## src/rtl/sound_player_if.sv

```systemverilog
// Request/status bundle between a sound requester and sound_player.
// The master drives requests and mute; the slave (player) drives the audio and status.
interface sound_player_if;
  logic       playsound;
  logic [1:0] soundselector;
  logic       mute;
  logic       speaker;
  logic       busy;
  logic       done;

  modport master (
    output playsound, soundselector, mute,
    input  speaker, busy, done
  );

  modport slave (
    input  playsound, soundselector, mute,
    output speaker, busy, done
  );
endinterface

```

## src/rtl/sound_player.sv

```systemverilog
// Four-entry square-wave jingle player: each sound is a short sequence of tone slots,
// each slot lasting NOTE_LEN cycles with a half-period picked by a 3-bit tone code.
module sound_player #(
  parameter int NOTE_LEN  = 5_000_000,
  parameter int TONE_UNIT = 4_000
) (
  input  logic           clk,
  input  logic           reset,
  sound_player_if.slave  bus
);

  localparam int NW = (NOTE_LEN > 1) ? $clog2(NOTE_LEN) : 1;
  localparam int TW = (7 * TONE_UNIT > 1) ? $clog2(7 * TONE_UNIT) : 1;
  localparam logic [NW-1:0] NOTE_LAST = NW'(NOTE_LEN - 1);

  typedef enum logic {IDLE, PLAY} state_t;

  state_t        state_q, state_d;
  logic [1:0]    sel_q, sel_d;
  logic [1:0]    note_idx_q, note_idx_d;
  logic [NW-1:0] note_cnt_q, note_cnt_d;
  logic [TW-1:0] tone_cnt_q, tone_cnt_d;
  logic          spk_q, spk_d;
  logic          done_q, done_d;

  logic [2:0]    tone_code;
  logic [TW-1:0] hp_last;

  always_comb begin
    tone_code = 3'd0;
    case (sel_q)
      2'd0: tone_code = 3'd6;
      2'd1: tone_code = (note_idx_q == 2'd0) ? 3'd4 : 3'd6;
      2'd2: tone_code = 3'(3 - int'(note_idx_q));
      2'd3: tone_code = 3'(4 + int'(note_idx_q));
      default: tone_code = 3'd0;
    endcase
  end

  always_comb begin
    hp_last = TW'((8 - int'(tone_code)) * TONE_UNIT - 1);
  end

  // Sound length is sel+1 slots, so the last slot index equals the latched code.
  always_comb begin
    state_d    = state_q;
    sel_d      = sel_q;
    note_idx_d = note_idx_q;
    note_cnt_d = note_cnt_q;
    tone_cnt_d = tone_cnt_q;
    spk_d      = spk_q;
    done_d     = 1'b0;

    if (bus.playsound) begin
      state_d    = PLAY;
      sel_d      = bus.soundselector;
      note_idx_d = 2'd0;
      note_cnt_d = '0;
      tone_cnt_d = '0;
      spk_d      = 1'b0;
    end else if (state_q == PLAY) begin
      if (note_cnt_q == NOTE_LAST) begin
        note_cnt_d = '0;
        tone_cnt_d = '0;
        spk_d      = 1'b0;
        if (note_idx_q == sel_q) begin
          state_d    = IDLE;
          note_idx_d = 2'd0;
          done_d     = 1'b1;
        end else begin
          note_idx_d = note_idx_q + 2'd1;
        end
      end else begin
        note_cnt_d = note_cnt_q + NW'(1);
        if (tone_code == 3'd0) begin
          tone_cnt_d = '0;
          spk_d      = 1'b0;
        end else if (tone_cnt_q == hp_last) begin
          tone_cnt_d = '0;
          spk_d      = ~spk_q;
        end else begin
          tone_cnt_d = tone_cnt_q + TW'(1);
        end
      end
    end
  end

  always_ff @(posedge clk) begin
    if (reset) begin
      state_q    <= IDLE;
      sel_q      <= 2'd0;
      note_idx_q <= 2'd0;
      note_cnt_q <= '0;
      tone_cnt_q <= '0;
      spk_q      <= 1'b0;
      done_q     <= 1'b0;
    end else begin
      state_q    <= state_d;
      sel_q      <= sel_d;
      note_idx_q <= note_idx_d;
      note_cnt_q <= note_cnt_d;
      tone_cnt_q <= tone_cnt_d;
      spk_q      <= spk_d;
      done_q     <= done_d;
    end
  end

  assign bus.busy    = (state_q == PLAY);
  assign bus.done    = done_q;
  assign bus.speaker = spk_q & ~bus.mute & (state_q == PLAY);

endmodule

```

## src/flat_wrapper.sv

```systemverilog
// flat-port wrapper written by rule: the top's interface ports become plain ports
module sound_player_flat 
#(
  parameter int NOTE_LEN  = 5_000_000,
  parameter int TONE_UNIT = 4_000
)
  (clk, reset, bus_playsound, bus_soundselector, bus_mute, bus_speaker, bus_busy, bus_done);
  sound_player_if bus_i ();
  input  logic clk;
  input  logic reset;
  input wire logic [$bits(bus_i.playsound)-1:0] bus_playsound;
  input wire logic [$bits(bus_i.soundselector)-1:0] bus_soundselector;
  input wire logic [$bits(bus_i.mute)-1:0] bus_mute;
  output wire logic [$bits(bus_i.speaker)-1:0] bus_speaker;
  output wire logic [$bits(bus_i.busy)-1:0] bus_busy;
  output wire logic [$bits(bus_i.done)-1:0] bus_done;
  assign bus_i.playsound = bus_playsound;
  assign bus_i.soundselector = bus_soundselector;
  assign bus_i.mute = bus_mute;
  assign bus_speaker = bus_i.speaker;
  assign bus_busy = bus_i.busy;
  assign bus_done = bus_i.done;
  sound_player #(.NOTE_LEN(NOTE_LEN), .TONE_UNIT(TONE_UNIT)) u_core (.clk(clk), .reset(reset), .bus(bus_i));
endmodule
```

## config.mk

```make
export PLATFORM = sky130hd
export DESIGN_NAME = sound_player_flat
export DESIGN_NICKNAME = d
export VERILOG_FILES = /design/src/rtl/sound_player_if.sv /design/src/rtl/sound_player.sv /design/src/flat_wrapper.sv
export SDC_FILE = /design/constraint.sdc
export NUM_CORES = 1
export LEC_CHECK = 0
export BUFFER_PORTS_ARGS = -buffer_cell sky130_fd_sc_hd__buf_2
export CAP_MARGIN = 0
export CORE_ASPECT_RATIO = 0.5
export CORE_MARGIN = 5
export CORE_UTILIZATION = 66
export DETAILED_ROUTE_END_ITERATION = 7
export PLACE_DENSITY = 0.89
export SYNTH_ARGS = -nofsm -noshare
export SYNTH_HDL_FRONTEND = slang
export SYNTH_SLANG_ARGS = --single-unit
export TNS_END_PERCENT = 10
```

## constraint.sdc

```tcl
create_clock -name clk -period 7.9 [get_ports clk]
set_clock_uncertainty 0.05 [all_clocks]
set_input_delay 1.58 -clock clk [delete_from_list [all_inputs] [get_ports clk]]
set_output_delay 1.58 -clock clk [all_outputs]
set_load 0.01 [all_outputs]
```

# Word-level counts from Yosys, hierarchy flattened
# Index checks and enable logic that the tools add are counted.
[op_classes]
n_addsub = 7
eq_ne = 6
bitwise = 6
mul = 1
n_reduce_logical = 8
n_mux = 15
[ops]
columns = ["cell", "count"]
rows = [
  ["15-bit 2-to-1 mux", 3],
  ["32-bit by 8-bit multiplier with 10-bit output, second input constant", 1],
  ["23-bit by 1-bit adder with 23-bit output, second input constant", 1],
  ["23-bit == test, second input constant", 1],
  ["23-bit 2-to-1 mux", 1],
  ["15-bit by 1-bit adder with 15-bit output, second input constant", 1],
  ["15-bit == test", 1],
  ["15-bit by 2-bit subtractor with 15-bit output, second input constant", 1],
  ["3-bit case mux with 4 select lines", 1],
  ["1-bit 2-to-1 mux", 8],
  ["4-bit by 3-bit subtractor with 5-bit output, first input constant", 1],
  ["2-bit == test, second input constant", 2],
  ["2-bit zero test", 2],
  ["2-bit 2-to-1 mux", 2],
  ["1-bit NOT", 4],
  ["2-bit AND reduction", 2],
  ["4-bit OR reduction", 1],
  ["3-bit by 2-bit adder with 3-bit output, first input constant", 1],
  ["3-bit zero test", 1],
  ["3-bit nonzero test", 1],
  ["2-bit by 2-bit subtractor with 3-bit output, first input constant", 1],
  ["2-bit by 1-bit adder with 2-bit output, second input constant", 1],
  ["1-bit bitwise AND", 2],
  ["2-bit by 1-bit == test with 1-bit output, second input constant", 1],
  ["2 further kinds", 2],
]
[totals]
input_bits = 6
word_cells = 50
regBits = 45

# Longest topological paths before layout
# Gate-level depths: netlist of run 1.
[logic_depth]
word_depth = 10
depth_mapped = 16
mapped_depth_nobuf = 15

# Worst setup path after synthesis of run 1
# No wires, ideal clock.
[synth_timing]
kind = "input to output"
from = "in bus_mute"
to = "out bus_speaker"
t_required_ps = 6270
path_stages = 1
slack_ps = 4521
arrival_time_ps = 1749
path_cell_list = "nor2_1"
[synth_via]
elab_chain_len = 3
[synth_lines]
columns = ["element", "line_no", "source"]
rows = [
  ["from (decl)", "flat_wrapper.sv:13", "input wire logic [$bits(bus_i.mute)-1:0] bus_mute;"],
  ["1-bit NOT", "sound_player.sv:110", "assign bus.speaker = spk_q & ~bus.mute & (state_q == PLAY);"],
  ["1-bit bitwise AND (2 in a row)", "sound_player.sv:110", ""],
  ["to (decl)", "flat_wrapper.sv:14", "output wire logic [$bits(bus_i.speaker)-1:0] bus_speaker;"],
]
# No other way between the ends.

# Worst setup path in the final report of run 1
[layout_timing]
from = "reg u_core.note_idx_q[0]"
to = "reg u_core.tone_cnt_q[3]"
[layout_via]
elab_chain_len = 10
word_cells_on_any_way = 13
classes_between = "add/sub (4); mul (1); eq/ne (1); mux (5); reduce/logical (2)"
[layout_lines]
columns = ["element", "line_no", "source"]
rows = [
  ["from (decl)", "sound_player.sv:20", "logic [1:0] note_idx_q, note_idx_d;"],
  ["from (signal assigned)", "sound_player.sv:100", "note_idx_q <= note_idx_d;"],
  ["parallel branches: the longest is 2 deep, another holds 3-bit by 2-bit adder with 3-bit output", "--", ""],
  ["3-bit case mux with 4 select lines (*)", "sound_player.sv:31", "case (sel_q)"],
  ["4-bit by 3-bit subtractor with 5-bit output", "sound_player.sv:41", "hp_last = TW'((8 - int'(tone_code)) * TONE_UNIT - 1);"],
  ["32-bit by 8-bit multiplier with 10-bit output", "sound_player.sv:41", ""],
  ["15-bit by 2-bit subtractor with 15-bit output", "sound_player.sv:41", ""],
  ["15-bit == test", "sound_player.sv:78", "end else if (tone_cnt_q == hp_last) begin"],
  ["15-bit 2-to-1 mux", "sound_player.sv:78", ""],
  ["15-bit 2-to-1 mux (*)", "sound_player.sv:75", "if (tone_code == 3'd0) begin"],
  ["15-bit 2-to-1 mux (*)", "sound_player.sv:62", "if (note_cnt_q == NOTE_LAST) begin"],
  ["to (signal assigned)", "sound_player.sv:102", "tone_cnt_q <= tone_cnt_d;"],
  ["to (decl)", "sound_player.sv:22", "logic [TW-1:0] tone_cnt_q, tone_cnt_d;"],
]
# Mark *: on every way between the ends.
# A chain may end at the register's enable or synchronous reset.

==> impl_results.md, run 1 <==
- Synth cell types: 43
- Final hold vios: 0
- Net Sw Power: 0.00009801 W
- Sequential fraction of the synthesis area: 38.03%
- First-pass DRT Iterations: 4
- Synth-to-layout area growth: 6.233%
- Core ar.: 3453 sq um
- Slew headroom: 31.19%
- Vias per cell: 5.763
- Initial antenna violation count: 0
- Port buffer count: 8
- Dpl ws: 4.270 ns
- Syn Nets: 303
- Combinational share of power: 8.1%
- Largest net degree at the start of global routing: 23
- Total vias in the final route: 1994
- Gate Count Post-Synth: 290
- Root Buffer: clkbuf_8
- Share of cells above drive strength 1: 8.136%
- Leading area contributor after synthesis: dfxtp_1
- Global route total overflow: 0
- Area of the multi-input gates: 1396 sq um
- First-pass GRT wire length: 8.169 mm
- Crit end category: flip-flop
- Die Y: 52.36 um
- Synth Flop Type: dfxtp_1
- Fin Setup TNS: 0 ns
- TritonCTS Sinks: 45
- IO Count: 9
- Clk buf depth: 2
- RD Place Congestion: 0.8342
- ANT cells: 0
- Cts bufs inserted: 5
- Final Power: 0.0004114 W
- Initial core utilization: 68.59%
- Worst skew pair latency: 0.30 ns
- Top cells by count, synth: 56 x nor2_1, 45 x dfxtp_1, 31 x nand2_1
- Slew Limit Fails: 0
- Cell with the most instances after synthesis: nor2_1
- Nets@finish: 307
- LEAKAGE: 0.8754 nW
- Cell repeated most along the worst path: ha_1
- Worst stage delay on the critical path: 0.77 ns
- Die area: 4960 sq um
- Highest Clock Rate: 0.2681 GHz
- Dominant cells by area after synthesis: dfxtp_1 38%, nor2_1 8.9%, xnor2_1 6.7%, xor2_1 6.7%, nand2_1 4.9%
- Ys async rst share: 0%
- Fill cell count: 272
- H-tree Lvls: 2
- Post-layout minimum cycle time: 3.730 ns
- CTS tree: done
- Worst min path class: reg -> reg
- Routed wire length: 4.532 mm
- Startpoint Class: flip-flop
- Maxcap violations: 0
- Internal power: 0.0003134 W
- WL/cell: 13.10 um
- DRC marker count from the first detailed-route iteration: 140
- Drc violations: 0
- Setup CP Type: reg -> reg
- CP Cell Sequence: inv_1 -> ha_1 -> nand2b_1 -> a31oi_1 -> ha_1 -> ha_1 -> ha_1 -> and2_1 -> o2111ai_1 -> a21oi_1 -> a41o_1 -> a31oi_1 -> nand4b_1 -> a31oi_1
- Slowest CP cell: a31oi_1
- Sw Ratio: 23.83%
- Post-cts resize count: 0
- RSZ-0062 raised after global routing: no
- Syn_area_per_cell: 8.167 sq um
- Worst-Margin Slew: 1.027 ns
- Post-DP HPWL: 3.201 mm
- Max rail drop VDD: 0.1195 mV
- Clk slew on worst S/H paths: 0.08 ns
- Register area: 900.9 sq um
- ANT nets after route: 0
- Worst-path fanout max: 11
- Row Count: 15
- WP data arrival: 3.91 ns
- Yosys warns: 0
- Hold buffers post-CTS: 0
- Synthesized area: 2369 sq um
- Pwr dens: 163.5 nW/um^2
- Status: completed
- Post-synth EDFFs: 0
- Clock share of power: 35.4%
- Final worst-path cycle share: 47.21%
- Flop pwr share: 56.5%
- Final setup fails: 0
- Die Wd: 94.72 um
- Gr usage total: 20.83%
- Setup repair bufs after CTS: 0
- Post-route worst setup slack: 4.170 ns
- Critical path required time: 8.08 ns
- Share of the synthesized area in the top cell type: 38.03%
- Vias in the first global route: 1933
- Core Util, Final: 72.86%
- Yosys reg bits: 45
flip-flops by register name (all words and copies together), names as in the netlist:
name / cells
u_core.sel_q: 2
u_core.note_idx_q: 2
u_core.spk_q: 1
u_core.bus.done: 1
u_core.bus.busy: 1
u_core.tone_cnt_q: 15
u_core.note_cnt_q: 23
layout by cell type (no fill, tap or decap), types with 2 or more instances in the layout:
master and count:
a21oi_1 10, nand3b_1 5, nor2_1 56, dfxtp_1 45, nand2_1 31, nand4_1 13
xnor2_1 18, or2_2 2, xor2_1 18, and3_1 9, or4_1 2, and2_1 2
mux2i_1 3, a31oi_1 5, nor3_1 3, ha_1 7, buf_2 8, inv_1 5
o21ai_0 3, nand3_1 16, nand4b_1 2, nor4bb_1 2, nor4_1 2, clkbuf_8 6
nand2b_1 3, or3_1 2
routing by layer:
| metal | vias to the layer above | part of all wire [%] | global-route usage (%) |
|---|---|---|---|
| met5 | - | 0 | 0 |
| met3 | 10 | 3.7 | 4.735 |
| met4 | 0 | 1.3 | 9.091 |
| met1 | 938 | 47 | 23.92 |
| li1 | 1002 | - | - |
| met2 | 44 | 48 | 37.57 |
cells by family (layout without fill, tap and decap cells):
| group | Yosys count | after routing | synth area share, % |
|---|---|---|---|
| flip-flops | 45 | 45 | 38.03 |
| adder cells (fa/ha/maj) | 7 | 7 | 3.698 |
| buffers and inverters | 16 | 21 | 3.011 |
| AND/OR/NAND/NOR | 156 | 156 | 32.44 |
| XOR/XNOR | 37 | 37 | 14.00 |
| multiplexers | 3 | 3 | 1.268 |
| AO/OA/AOI/OAI | 26 | 26 | 7.555 |
final timing paths:
kind,from,end,slack (ns),depth (start not counted)
worst min register to register,u_core.tone_cnt_q[1],u_core.tone_cnt_q[1],0.43,2
worst max register to register,u_core.note_idx_q[0],u_core.tone_cnt_q[3],4.17,14
worst max-delay path,u_core.note_idx_q[0],u_core.tone_cnt_q[3],4.17,14
worst min-delay path,u_core.tone_cnt_q[1],u_core.tone_cnt_q[1],0.43,2
critical path, delay by kind of cell (launching register included):
family	cells	cell delay [ns]
adders and majority gates	4	1.10
buffers and inverters	1	0.07
and+or+nand+nor	3	0.46
DFF	1	0.46
AOI/OAI and AO/OA	6	1.52
through the flow:
step / area (sq um) / hold slack (ns) / instances
floorplan: 2369 / 0.4027 / 290
CTS: 2516 / 0.4354 / 346
global route: 2516 / 0.4569 / 346
finish: 2516 / 0.4347 / 346
global placement: 2420 / 0.4184 / 338
detailed placement: 2420 / 0.4222 / 338
area by class of cell:
cell class              instances  area share (%)
well taps                      51           2.536
clock buffers                   6           3.282
flip-flops and latches         45           35.80
multi-input cells             229           55.49
inverters                       5          0.7459
repair buffers                  8           1.591
clock inverters                 2          0.5470
power by group through the flow:
| stage | Sequential, W | Clock (W) | Combinational, W |
|---|---|---|---|
| 2_1_floorplan | 0.000235 | 0 | 0.0000295 |
| 3_5_place_dp | 0.000238 | 0 | 0.0000326 |
| 4_1_cts | 0.000232 | 0.000150 | 0.0000330 |
| 3_3_place_gp | 0.000238 | 0 | 0.0000313 |
| 5_1_grt | 0.000233 | 0.000160 | 0.0000367 |
| 6_report | 0.000232 | 0.000146 | 0.0000334 |
Power figures use the tool's default switching activity.
==> run 2, diff against run 1 <==
- CORE_UTILIZATION: 66 -> 55
- PLACE_DENSITY: 0.89 -> 0.8
- clock period: 7.9 -> 3.4 ns (I/O delays scaled with it)
==> impl_results.md, run 2 (same netlist as run 1, synthesis figures left out) <==
- Final Power: 0.0009612 W (was 0.0004114 W)
- Slew Limit Fails: 0 (unchanged)
- Setup CP Type: reg -> reg (unchanged)
- Hold buffers post-CTS: 0 (unchanged)
- Worst min path class: reg -> reg (unchanged)
- Nets@finish: 313 (was 307)
- First-pass GRT wire length: 8.369 mm (was 8.169 mm)
- Area of the multi-input gates: 1411 sq um (was 1396 sq um)
- Status: completed (unchanged)
- WHS Path Cells: 2 (unchanged)
- Final worst-path cycle share: 93.35% (was 47.21%)
- Max reg flops: 23 (unchanged)
- Critical path required time: 3.58 ns (was 8.08 ns)
- Most common cell after layout, fill and taps aside: nor2_1 (unchanged)
- ANT cells: 0 (unchanged)
- Most frequent cells in the layout: 56 x nor2_1, 43 x dfxtp_1, 31 x nand2_1 (was 56 x nor2_1, 45 x dfxtp_1, 31 x nand2_1)
- Port buffer count: 8 (unchanged)
- Total vias in the final route: 2036 (was 1994)
- LEAKAGE: 0.8969 nW (was 0.8754 nW)
- Hold path endpoint: u_core.tone_cnt_q[1] (unchanged)
- Worst skew pair latency: 0.30 ns (about the same)
- H-tree Lvls: 2 (unchanged)
- Fin Setup TNS: 0 ns (unchanged)
- Clk buf depth: 2 (unchanged)
- Global route total overflow: 0 (unchanged)
- Vias per cell: 5.735 (was 5.763)
- Largest net degree at the start of global routing: 23 (unchanged)
- Final setup fails: 0 (unchanged)
- Initial core utilization: 58.86% (was 68.59%)
- Final Non-Filler Cells: 355 (was 346)
- WL/cell: 13.28 um (was 13.10 um)
- ANT nets after route: 0 (unchanged)
- Cts bufs inserted: 5 (unchanged)
- First-pass DRT Iterations: 4 (unchanged)
- Pwr dens: 374.2 nW/um^2 (was 163.5 nW/um^2)
- Reg-to-reg slack, setup: 0.23 ns (was 4.17 ns)
- Top Registers: u_core.note_cnt_q (23), u_core.tone_cnt_q (15) (unchanged)
- Worst-Margin Slew: 0.6945 ns (was 1.027 ns)
- RSZ-0062 raised after global routing: no (unchanged)
- IO Count: 9 (unchanged)
- RD Place Congestion: 0.7821 (was 0.8342)
- Post-DP HPWL: 3.331 mm (was 3.201 mm)
- Die area: 5799 sq um (was 4960 sq um)
- Gr usage total: 17.67% (was 20.83%)
- WP data arrival: 3.35 ns (was 3.91 ns)
- Fill cell count: 335 (was 272)
- DRC marker count from the first detailed-route iteration: 81 (was 140)
- Hold_sp: u_core.tone_cnt_q[1] (unchanged)
- Maxcap violations: 0 (unchanged)
- Max rail drop VDD: 0.2207 mV (was 0.1195 mV)
- Vias in the first global route: 1867 (was 1933)
- Startpoint Class: flip-flop (unchanged)
- Crit. Startpoint: u_core.note_idx_q[0] (unchanged)
- Root Buffer: clkbuf_8 (unchanged)
- Largest reg by FF count: u_core.note_cnt_q (unchanged)
- Share of cells above drive strength 1: 10.96% (was 8.136%)
- Clk slew on worst S/H paths: 0.09 ns (was 0.08 ns)
- Register area: 903.4 sq um (was 900.9 sq um)
- Crit end category: flip-flop (unchanged)
- Die Wd: 102.8 um (was 94.72 um)
- Die Y: 56.41 um (was 52.36 um)
- Inst Count DP: 346 (was 338)
- Final hold vios: 0 (unchanged)
- Synth-to-layout area growth: 8.452% (was 6.233%)
- CTS tree: done (unchanged)
- Routed wire length: 4.713 mm (was 4.532 mm)
- Reg2reg end: u_core.spk_q (was u_core.tone_cnt_q[3])
- Highest Clock Rate: 0.3151 GHz (was 0.2681 GHz)
- Worst-path fanout max: 6 (was 11)
- Post-layout minimum cycle time: 3.174 ns (was 3.730 ns)
- Row Count: 16 (was 15)
- TritonCTS Sinks: 45 (unchanged)
- Final hold slack: 0.4402 ns (was 0.4347 ns)
- Core ar.: 4024 sq um (was 3453 sq um)
- Drc violations: 0 (unchanged)
- Initial antenna violation count: 0 (unchanged)
- Worst reg-to-reg path cell count: 14 (unchanged)
- Slew headroom: 53.59% (was 31.19%)
- Core Util, Final: 63.84% (was 72.86%)
- Reg-to-reg startpoint: u_core.note_idx_q[0] (unchanged)
## run 2: changes by cell type in the layout (fill, tap and decap cells not counted), sizes merged
cell	change
buf	+5
clkbuf	-1
clkinv	-1
clkinvlp	+1
inv	+1
o21ai	+1
## run 2: worst max-delay path, stage by stage, from the launching register on
cell and delay, ns:
dfxtp_2 0.40, inv_1 0.06, ha_1 0.20, nand2b_1 0.07, a31oi_1 0.08, ha_1 0.18
ha_1 0.29, ha_1 0.20, ha_1 0.32, xnor2_1 0.18, o21ba_2 0.18, a31oi_1 0.20
a31oi_2 0.14, or4_1 0.41, a21oi_1 0.15
## run 2: area by class of cell
cell class | instances | area share [%]
Tap cell | 54 | 2.630
Clock inverter | 3 | 0.8281
Timing Repair Buffer | 13 | 3.020
Sequential cell | 45 | 35.17
Inverter | 5 | 0.7306
Clock buffer | 5 | 2.679
Multi-Input combinational cell | 230 | 54.94
## run 2: routing by layer
metal  global-route usage [%]  part of all wire (%)  up-vias
met5                        0                     0        -
met4                    4.428                  0.98        0
met3                    4.574                   4.3        4
met2                    29.08                    48       48
met1                    23.01                    47      969
li1                         -                     -     1015
## run 2: per-stage QoR
stage | cell area, sq um | worst slack, ns
finish | 2569 | 0.2260
CTS | 2551 | 0.1658
global placement | 2461 | 0.3175
detailed placement | 2461 | 0.1929
global route | 2569 | 0.003301
floorplan | 2369 | 0.4793
## run 2: how the worst max path moves through the flow
stage | to | slack, ns | cells after the start
floorplan | u_core.spk_q | 0.48 | 15
global placement | u_core.tone_cnt_q[2] | 0.32 | 15
detailed placement | u_core.tone_cnt_q[14] | 0.19 | 16
CTS | u_core.tone_cnt_q[14] | 0.17 | 16
global route | u_core.tone_cnt_q[3] | 0.003 | 16
finish | u_core.spk_q | 0.23 | 14
## run 2: what timing repair did
action | CTS | global route
buffers inserted | 0 | 0
resized for setup | 0 | 3
endpoints found under the setup margin | 0 | 16
hold endpoints to repair | 0 | 0
## run 2: power by group
part | internal [W] | switching (W)
combinational | 0.0000367 | 0.0000521
sequential | 0.000530 | 0.00000501
clock | 0.000146 | 0.000191
total | 0.000713 | 0.000248
==> run 3, diff against run 2 <==
- CORE_UTILIZATION: 55 -> 66
- PLACE_DENSITY: 0.8 -> 0.89
- clock period: 3.4 -> 3.7 ns (I/O delays scaled with it)
==> impl_results.md, run 3 (same netlist as run 1, synthesis figures left out) <==
- WL/cell: 14.06 um (was 13.28 um)
- Post-layout minimum cycle time: 3.455 ns (was 3.174 ns)
- Status: completed (unchanged)
- Max rail drop VDD: 0.2038 mV (was 0.2207 mV)
- Share of cells above drive strength 1: 8.754% (was 10.96%)
- Vias in the first global route: 1959 (was 1867)
- Reg2reg end: u_core.spk_q (unchanged)
- First-pass DRT Iterations: 5 (was 4)
- Row Count: 15 (was 16)
- Setup repair bufs after CTS: 0 (unchanged)
- Root Buffer: clkbuf_8 (unchanged)
- Worst min path class: reg -> reg (unchanged)
- Port buffer count: 8 (unchanged)
- Crit end category: flip-flop (unchanged)
- Clk buf depth: 2 (unchanged)
- ANT cells: 0 (unchanged)
- Initial core utilization: 68.59% (was 58.86%)
- Crit path to: u_core.spk_q (unchanged)
- Cts bufs inserted: 5 (unchanged)
- IO Count: 9 (unchanged)
- Routed wire length: 4.894 mm (was 4.713 mm)
- First-pass GRT wire length: 8.576 mm (was 8.369 mm)
- Hold buffers post-CTS: 0 (unchanged)
- Final hold vios: 0 (unchanged)
- Worst reg-to-reg path cell count: 15 (was 14)
- LEAKAGE: 0.8934 nW (was 0.8969 nW)
- Startpoint Class: flip-flop (unchanged)
- Initial antenna violation count: 0 (unchanged)
- Critical path required time: 3.89 ns (was 3.58 ns)
- Reg-to-reg slack, setup: 0.25 ns (was 0.23 ns)
- Nets@finish: 310 (was 313)
- CTS tree: done (unchanged)
- Die area: 4960 sq um (was 5799 sq um)
- Worst skew pair latency: 0.30 ns (about the same)
- Post-DP HPWL: 3.511 mm (was 3.331 mm)
- Worst-path fanout max: 11 (was 6)
- Maxcap violations: 0 (unchanged)
- Slew Limit Fails: 0 (unchanged)
- Worst-Margin Slew: 0.6903 ns (was 0.6945 ns)
- Register area: 900.9 sq um (was 903.4 sq um)
- Die Wd: 94.72 um (was 102.8 um)
- Final setup fails: 0 (unchanged)
- Fill cell count: 266 (was 335)
- RSZ-0062 raised after global routing: no (unchanged)
- Most common cell after layout, fill and taps aside: nor2_1 (unchanged)
- Pwr dens: 369.7 nW/um^2 (was 374.2 nW/um^2)
- Total vias in the final route: 2008 (was 2036)
- Crit. Startpoint: u_core.note_idx_q[1] (was u_core.note_idx_q[0])
- Global route total overflow: 0 (unchanged)
- Top Registers: u_core.note_cnt_q (23), u_core.tone_cnt_q (15) (unchanged)
- RD Place Congestion: 0.8219 (was 0.7821)
- Post-cts resize count: 0 (unchanged)
- Clk slew on worst S/H paths: 0.09 ns (about the same)
- WP data arrival: 3.64 ns (was 3.35 ns)
- Most frequent cells in the layout: 56 x nor2_1, 45 x dfxtp_1, 31 x nand2_1 (was 56 x nor2_1, 43 x dfxtp_1, 31 x nand2_1)
- Fin Setup TNS: 0 ns (unchanged)
- DRC marker count from the first detailed-route iteration: 123 (was 81)
- Max reg flops: 23 (unchanged)
- Drc violations: 0 (unchanged)
- Largest reg by FF count: u_core.note_cnt_q (unchanged)
- Gr usage total: 22.30% (was 17.67%)
- ANT nets after route: 0 (unchanged)
- Vias per cell: 5.770 (was 5.735)
- Final worst-path cycle share: 93.37% (was 93.35%)
- Reg-to-reg startpoint: u_core.note_idx_q[1] (was u_core.note_idx_q[0])
- TritonCTS Sinks: 45 (unchanged)
- Slew headroom: 53.87% (was 53.59%)
- H-tree Lvls: 2 (unchanged)
- Area of the multi-input gates: 1396 sq um (was 1411 sq um)
- Largest net degree at the start of global routing: 23 (unchanged)
- Core ar.: 3453 sq um (was 4024 sq um)
- Die Y: 52.36 um (was 56.41 um)
- Synth-to-layout area growth: 7.660% (was 8.452%)
- Core Util, Final: 73.84% (was 63.84%)
- Setup CP Type: reg -> reg (unchanged)
- Highest Clock Rate: 0.2895 GHz (was 0.3151 GHz)
[run 3: worst min path at each step]
stage / from / endpoint / slack [ns] / depth (start not counted)
detailed placement: u_core.note_cnt_q[1] / u_core.note_cnt_q[1] / 0.43 / 2
floorplan: u_core.tone_cnt_q[11] / u_core.tone_cnt_q[11] / 0.40 / 2
CTS: u_core.note_cnt_q[1] / u_core.note_cnt_q[1] / 0.44 / 2
finish: u_core.tone_cnt_q[1] / u_core.tone_cnt_q[1] / 0.44 / 2
global route: u_core.tone_cnt_q[1] / u_core.tone_cnt_q[1] / 0.47 / 2
global placement: u_core.tone_cnt_q[1] / u_core.tone_cnt_q[1] / 0.42 / 2
[run 3: where the power goes]
group	leakage (nW)	switching, W	internal (W)	total (W)
Sequential	0.363	0.00000589	0.000487	0.000493
Combinational	0.476	0.0000457	0.0000324	0.0000781
Clock	0.0546	0.000172	0.000200	0.000371
Total	0.893	0.000223	0.000720	0.000943
[run 3: stage by stage]
| stage | setup slack [ns] | power, W | std cells | hold slack (ns) | instance area, sq um |
|---|---|---|---|---|---|
| 3_5_place_dp | 0.2974 | 0.0005810 | 341 | 0.4281 | 2442 |
| 4_1_cts | 0.2696 | 0.0009435 | 348 | 0.4424 | 2550 |
| 2_1_floorplan | 0.7793 | 0.0005640 | 290 | 0.4027 | 2369 |
| 3_3_place_gp | 0.5103 | 0.0005759 | 341 | 0.4207 | 2442 |
| 5_1_grt | 0.02303 | 0.0009721 | 348 | 0.4711 | 2550 |
| 6_report | 0.2452 | 0.0009426 | 348 | 0.4392 | 2550 |
[run 3: cell type report]
cell class | count | share of cell area (%)
Clock inverter | 2 | 1.521
Multi-Input combinational cell | 229 | 54.76
Clock buffer | 5 | 2.699
Inverter | 5 | 0.7360
Tap cell | 51 | 2.502
Timing Repair Buffer | 11 | 2.453
Sequential cell | 45 | 35.33
[run 3: worst max-delay path: stages, from the launching register on]
cell and delay, ns:
dfxtp_1 0.45, inv_1 0.09, ha_1 0.20, nand2b_1 0.08
a31oi_1 0.08, ha_1 0.20, ha_1 0.27, ha_1 0.19
ha_1 0.31, xnor2_1 0.20, o21ba_2 0.19, a31oi_1 0.16
a31oi_1 0.14, buf_4 0.20, or4_1 0.41, a21oi_1 0.16
[run 3: per-layer routing]
layer	vias up	GRT usage, %	wire length (um)
met5	-	0	0
met4	0	7.656	28
met3	6	5.308	284
met2	66	40.26	2444
met1	929	26.21	2137
li1	1007	-	-
